$ cat src/rtl/ccff_cfg_pkg.sv
// Shared types and sizing helpers for the CCFF mode-chain loader.
package ccff_cfg_pkg;

   typedef enum logic [1:0] {
      ST_IDLE  = 2'd0,
      ST_SHIFT = 2'd1,
      ST_DONE  = 2'd2
   } ccff_state_e;

   // Mode select width of the IO clock-output wrapper.
   localparam int MODE_WIDTH_DEF = 7;
   localparam int NUM_WORDS_DEF  = 4;

   // Bits needed for a counter that must hold 0..max_val inclusive.
   function automatic int cnt_w(input int max_val);
      return (max_val < 1) ? 1 : $clog2(max_val + 1);
   endfunction

endpackage

$ cat src/rtl/ccff_tail_deserializer.sv
// Collects bits leaving a configuration chain tail into WIDTH-bit words,
// bit 0 first, and pulses rb_valid for one cycle per completed word.
module ccff_tail_deserializer
   import ccff_cfg_pkg::*;
#(
   parameter int WIDTH = MODE_WIDTH_DEF
)(
   input  logic             clk,
   input  logic             rst_n,
   input  logic             clr,
   input  logic             sample_en,
   input  logic             tail,
   output logic [WIDTH-1:0] rb_word,
   output logic             rb_valid
);

   localparam int CW = cnt_w(WIDTH - 1);

   logic [WIDTH-1:0] rb_shift_q, rb_shift_d;
   logic [CW-1:0]    rbcnt_q, rbcnt_d;
   logic [WIDTH-1:0] rb_word_q, rb_word_d;
   logic             rb_valid_q, rb_valid_d;
   logic [WIDTH-1:0] fill;

   // Drop the sampled tail bit into its slot; publish the word on the last bit.
   always_comb begin
      rb_shift_d  = rb_shift_q;
      rbcnt_d     = rbcnt_q;
      rb_word_d   = rb_word_q;
      rb_valid_d  = 1'b0;
      fill        = rb_shift_q;
      fill[rbcnt_q] = tail;
      if (clr) begin
         rb_shift_d = '0;
         rbcnt_d    = '0;
      end else if (sample_en) begin
         if (rbcnt_q == CW'(WIDTH - 1)) begin
            rb_word_d  = fill;
            rb_valid_d = 1'b1;
            rbcnt_d    = '0;
            rb_shift_d = '0;
         end else begin
            rb_shift_d = fill;
            rbcnt_d    = rbcnt_q + CW'(1);
         end
      end
   end

   // Readback state; reset discards any partial word.
   always_ff @(posedge clk or negedge rst_n) begin
      if (!rst_n) begin
         rb_shift_q <= '0;
         rbcnt_q    <= '0;
         rb_word_q  <= '0;
         rb_valid_q <= 1'b0;
      end else begin
         rb_shift_q <= rb_shift_d;
         rbcnt_q    <= rbcnt_d;
         rb_word_q  <= rb_word_d;
         rb_valid_q <= rb_valid_d;
      end
   end

   assign rb_word  = rb_word_q;
   assign rb_valid = rb_valid_q;

endmodule

$ cat src/rtl/ccff_mode_chain_loader.sv
// Serializes per-tile mode words onto one CCFF chain head (word 0 / bit 0
// first) and repacks the bits leaving the tail into readback words.
module ccff_mode_chain_loader
   import ccff_cfg_pkg::*;
#(
   parameter int MODE_WIDTH = MODE_WIDTH_DEF,
   parameter int NUM_WORDS  = NUM_WORDS_DEF
)(
   input  logic                  prog_clk,
   input  logic                  prog_reset_n,
   input  logic                  start,
   output logic                  busy,
   output logic                  done,
   input  logic [MODE_WIDTH-1:0] cfg_word,
   input  logic                  cfg_valid,
   output logic                  cfg_ready,
   output logic                  ccff_head,
   output logic                  ccff_shift_en,
   input  logic                  ccff_tail,
   output logic [MODE_WIDTH-1:0] rb_word,
   output logic                  rb_valid
);

   localparam int BC_W = cnt_w(MODE_WIDTH);
   localparam int WC_W = cnt_w(NUM_WORDS);

   ccff_state_e           state_q, state_d;
   logic [MODE_WIDTH-1:0] sh_q, sh_d;
   logic [BC_W-1:0]       bitcnt_q, bitcnt_d;
   logic [WC_W-1:0]       words_q, words_d;
   logic                  accept;
   logic                  last_shift;
   logic                  load_start;

   // Next state and chain-side outputs. A new word may be taken on the same
   // edge that shifts out the last bit of the previous one, so a steady
   // cfg_valid stream keeps the chain moving without bubbles.
   always_comb begin
      state_d    = state_q;
      sh_d       = sh_q;
      bitcnt_d   = bitcnt_q;
      words_d    = words_q;
      load_start = 1'b0;

      busy          = (state_q == ST_SHIFT);
      done          = (state_q == ST_DONE);
      ccff_shift_en = busy && (bitcnt_q != '0);
      ccff_head     = sh_q[0];
      cfg_ready     = busy && (words_q < WC_W'(NUM_WORDS)) &&
                      ((bitcnt_q == '0) || ((bitcnt_q == BC_W'(1)) && ccff_shift_en));
      accept        = cfg_valid && cfg_ready;
      last_shift    = ccff_shift_en && (bitcnt_q == BC_W'(1)) &&
                      (words_q == WC_W'(NUM_WORDS));

      case (state_q)
         ST_IDLE: begin
            if (start) begin
               load_start = 1'b1;
               state_d    = ST_SHIFT;
               sh_d       = '0;
               bitcnt_d   = '0;
               words_d    = '0;
            end
         end
         ST_SHIFT: begin
            if (ccff_shift_en) begin
               sh_d     = sh_q >> 1;
               bitcnt_d = bitcnt_q - BC_W'(1);
            end
            if (accept) begin
               sh_d     = cfg_word;
               bitcnt_d = BC_W'(MODE_WIDTH);
               words_d  = words_q + WC_W'(1);
            end
            if (last_shift) state_d = ST_DONE;
         end
         ST_DONE: state_d = ST_IDLE;
         default: state_d = ST_IDLE;
      endcase
   end

   // Loader state; reset aborts a load in flight.
   always_ff @(posedge prog_clk or negedge prog_reset_n) begin
      if (!prog_reset_n) begin
         state_q  <= ST_IDLE;
         sh_q     <= '0;
         bitcnt_q <= '0;
         words_q  <= '0;
      end else begin
         state_q  <= state_d;
         sh_q     <= sh_d;
         bitcnt_q <= bitcnt_d;
         words_q  <= words_d;
      end
   end

   ccff_tail_deserializer #(.WIDTH(MODE_WIDTH)) u_tail_deser (
      .clk       (prog_clk),
      .rst_n     (prog_reset_n),
      .clr       (load_start),
      .sample_en (ccff_shift_en),
      .tail      (ccff_tail),
      .rb_word   (rb_word),
      .rb_valid  (rb_valid)
   );

endmodule

$ cat config.mk
export PLATFORM = sky130hd
export DESIGN_NAME = ccff_mode_chain_loader
export DESIGN_NICKNAME = d
export VERILOG_FILES = /design/src/rtl/ccff_cfg_pkg.sv /design/src/rtl/ccff_tail_deserializer.sv /design/src/rtl/ccff_mode_chain_loader.sv
export SDC_FILE = /design/constraint.sdc
export NUM_CORES = 1
export LEC_CHECK = 0
export CELL_PAD_IN_SITES_DETAIL_PLACEMENT = 1
export CELL_PAD_IN_SITES_GLOBAL_PLACEMENT = 1
export CORE_MARGIN = 2
export CORE_UTILIZATION = 45
export CTS_BUF_LIST = sky130_fd_sc_hd__clkbuf_16
export DETAILED_ROUTE_END_ITERATION = 16
export GPL_TIMING_DRIVEN = 1
export HOLD_SLACK_MARGIN = 0.08
export PLACE_DENSITY_LB_ADDON = 0.1
export SYNTH_ARGS = -nofsm -noshare
export SYNTH_HDL_FRONTEND = slang
export SYNTH_SLANG_ARGS = --single-unit
$ cat constraint.sdc
create_clock -name prog_clk -period 3.34 [get_ports prog_clk]
set_clock_uncertainty 0.05 [all_clocks]
set_input_delay 0.334 -clock prog_clk [delete_from_list [all_inputs] [get_ports prog_clk]]
set_output_delay 0.334 -clock prog_clk [all_outputs]
set_load 0.05 [all_outputs]
==> flow_metrics.py <==
metrics = {
    "run_status": {
        "status": "finished clean",
    },
    "place": {
        "post-place-cells": 221,
        "gp_congestion": 0.774,
        "dpl.hpwl_um": 2780,
        "io_buffers": 24,
    },
    "sta": {
        "final_max_slew_viol_count": 0,
        "period_share_pct": 81.7,
        "final-hold-violation-count": 0,
        "max_freq_ghz": 0.367,
        "worst_slew_pin_slew_ns": 0.536,
        "setup_tns_ns": 0,
        "min_period_ns": 2.73,
        "hold_ws_ns": 0.414,
        "maxSlewHeadroom_pct": 64.0,
        "rsz0062_at_grt": "false",
        "setup_violations": 0,
    },
    "grt": {
        "met1_usage_pct": 28.0,
        "grt_usage_pct": 21.9,
        "grt_max_degree": 33,
        "grt_antenna_before_repair": 0,
        "busiest_layer": "met2",
        "first_global_vias": 1362,
        "grtUsageMet3_pct": 4.69,
        "grt.overflow.total": 0,
        "grt_first_pass_wirelength_um": 6880,
        "use_met2_pct": 36.7,
    },
    "power": {
        "pwr-share-seq_pct": 29.8,
        "clkPwrFrac_pct": 22.0,
        "switchingPower_uw": 1040,
        "p_sw_share_pct": 44.1,
        "combPwrFrac_pct": 48.2,
        "p_leak_uw": 0.000950,
        "peakVddDrop_mv": 0.403,
        "p_per_area_nw_per_um2": 1120,
        "power.internal_uw": 1310,
        "finalPower_uw": 2350,
    },
    "final_layout": {
        "fillCellCount": 394,
        "multiInputGateArea_um2": 771,
        "syn_to_final_growth_pct": 26.7,
        "seqCellArea_um2": 801,
        "final_common_cell": "dfrtp_1",
        "n_antenna_cell": 0,
        "drive_above_1_share_pct": 21.0,
        "final_cells": 229,
        "mostFrequentLayoutCells": "dfrtp_1 (32), clkdlybuf4s50_1 (24), o21ai_0 (13), nand2_1 (13), nand3_1 (12)",
        "fin_nets": 197,
        "fin_util_pct": 58.0,
    },
    "setup_path": {
        "crit_required_ns": 2.96,
        "path_max_fanout": 18,
        "critPathArrivalTime_ns": 2.34,
        "worstSetupPathType": "reg -> out",
        "worstSetupEndpointType": "output pin",
        "critPathLaunchType": "register",
        "r2r_cells": 7,
    },
    "floorplanning": {
        "die_area_um2": 4170,
        "coreArea_um2": 3610,
        "die_w_um": 64.6,
        "rows": 22,
        "num_io_pins": 25,
        "start_util_pct": 45.8,
        "die_y_um": 64.6,
    },
    "cts": {
        "cts_resized": 0,
        "postCtsSetupBuffers": 0,
        "cts_hold_buf": 0,
        "clk_pin_slew_worst_paths_ns": 0.05,
        "cts_tree": "built",
        "insertion_delay_ns": 0.28,
        "h-tree-depth": 2,
        "clockBufferDepth": 2,
        "cts_buffers": 5,
        "cts_sinks": 32,
        "root_buffer": "clkbuf_16",
    },
    "detailed_routing": {
        "routedWlPerCell_um": 17.3,
        "drt_pre_antenna_iters": 4,
        "drc_errors": 0,
        "routed_via_density": 5.52,
        "totalWireLength_um": 3960,
        "drt_iter0_drc": 55,
        "vias": 1263,
        "postRouteAntennaNets": 0,
    },
    "min_path": {
        "worstHoldPathType": "in -> async",
    },
    "logic_synthesis": {
        "ys_warn_count": 0,
        "ys_ff_latch": 32,
        "syn-cell-area_um2": 1650,
        "synth_fp_nets": 171,
        "ys_seq_area_share_pct": 48.5,
        "postSynthCellCount": 154,
        "synth.avg_cell_area_um2": 10.7,
        "synth.distinct_cells": 40,
    },
    "run": {
        "maxCapViolations": 0,
    },
}
synth_stat cells, drive strengths merged:
master  instances  share of area, %
or2             1              0.38
nand2b          3               1.6
a32o            3               1.8
nand4           2              0.76
ha              5               3.8
a211oi          1              0.46
buf             5               1.9
o221ai          1              0.53
clkbuf          1              0.23
nand2          13               3.0
o21ai          16               5.5
and2b           1              0.53
a21o            3               1.4
nor3            3              0.91
nand3          21               9.6
a21oi           3              0.91
a31oi           1              0.38
and2            1              0.38
nor2            2              0.46
and3            1              0.38
a31o            1              0.53
or4             1              0.68
o211ai          2              0.91
mux2            8               5.5
xor2            1              0.53
nor4            1               1.3
dfrtp          32                49
inv            11               2.7
nor2b           5               1.9
o21bai          1              0.46
a22o            3               1.6
and4b           1              0.61
per-stage QoR:
step                setup WS, ns  cell area [um2]
floorplan                  0.828             1650
global placement            1.00             1920
detailed placement         0.941             1920
CTS                        0.626             2090
global route               0.496             2090
finish                     0.613             2090
final timing paths:
| check | from | slack, ns | end |
|---|---|---|---|
| worst min register to register | sh_q[6]$_DFFE_PN0P_ | 0.44 | sh_q[6]$_DFFE_PN0P_ |
| max in group asynchronous | prog_reset_n | 2.53 | state_q[1]$_DFFE_PN0P_ |
| min in group prog_clk | sh_q[6]$_DFFE_PN0P_ | 0.44 | sh_q[6]$_DFFE_PN0P_ |
| worst max-delay path | state_q[0]$_DFFE_PN0P_ | 0.61 | ccff_shift_en |
| worst min-delay path | prog_reset_n | 0.41 | sh_q[4]$_DFFE_PN0P_ |
| worst max register to register | bitcnt_q[0]$_DFFE_PN0P_ | 1.31 | u_tail_deser.rb_word[0]$_DFFE_PN0P_ |
cells by family (layout without fill, tap and decap cells):
logic type | after synthesis | after routing | share of synthesized area, %
compound gates | 35 | 35 | 14.6
flops | 32 | 32 | 48.5
simple gates | 56 | 56 | 22.4
fa+ha+maj | 5 | 5 | 3.79
buf+inv | 17 | 44 | 4.78
xor+xnor | 1 | 1 | 0.531
mux | 8 | 8 | 5.46
final cells by class:
cell class / count / share of cell area [%]
repair buffers: 25 / 11.8
clock inverters: 3 / 2.03
clock buffers: 5 / 5.98
well taps: 48 / 2.87
inverters: 11 / 2.09
flip-flops and latches: 32 / 38.3
multi-input cells: 105 / 36.9
worst max-delay path, cell delays in order (launching register included):
cell	delay [ns]
dfrtp_1	0.50
nand2b_4	0.12
inv_2	0.19
o21ai_2	0.18
inv_4	0.23
clkdlybuf4s50_1	0.84
registers in the layout, summed over array words and instances, names as in the netlist:
| register | cells |
|---|---|
| bitcnt_q | 3 |
| sh_q | 7 |
| state_q | 2 |
| u_tail_deser.rb_shift_q | 6 |
| u_tail_deser.rb_valid | 1 |
| u_tail_deser.rb_word | 7 |
| u_tail_deser.rbcnt_q | 3 |
| words_q | 3 |
routing by layer:
layer  wire, um  up-vias  part of all wire (%)
li1           -      598                     -
met1       1770      635                    45
met2       2020       26                    51
met3        124        4                   3.1
met4         44        0                   1.1
met5          0        -                     0
power by group through the flow:
| stage | combinational (uW) | clock [uW] | sequential, uW |
|---|---|---|---|
| 3_5_place_dp | 1130 | 0 | 706 |
| 5_1_grt | 1230 | 542 | 725 |
| 3_3_place_gp | 1080 | 0 | 688 |
| 6_report | 1130 | 517 | 701 |
| 4_1_cts | 1140 | 523 | 701 |
| 2_1_floorplan | 724 | 0 | 786 |
Note: power is estimated with default switching activity, not from simulation.
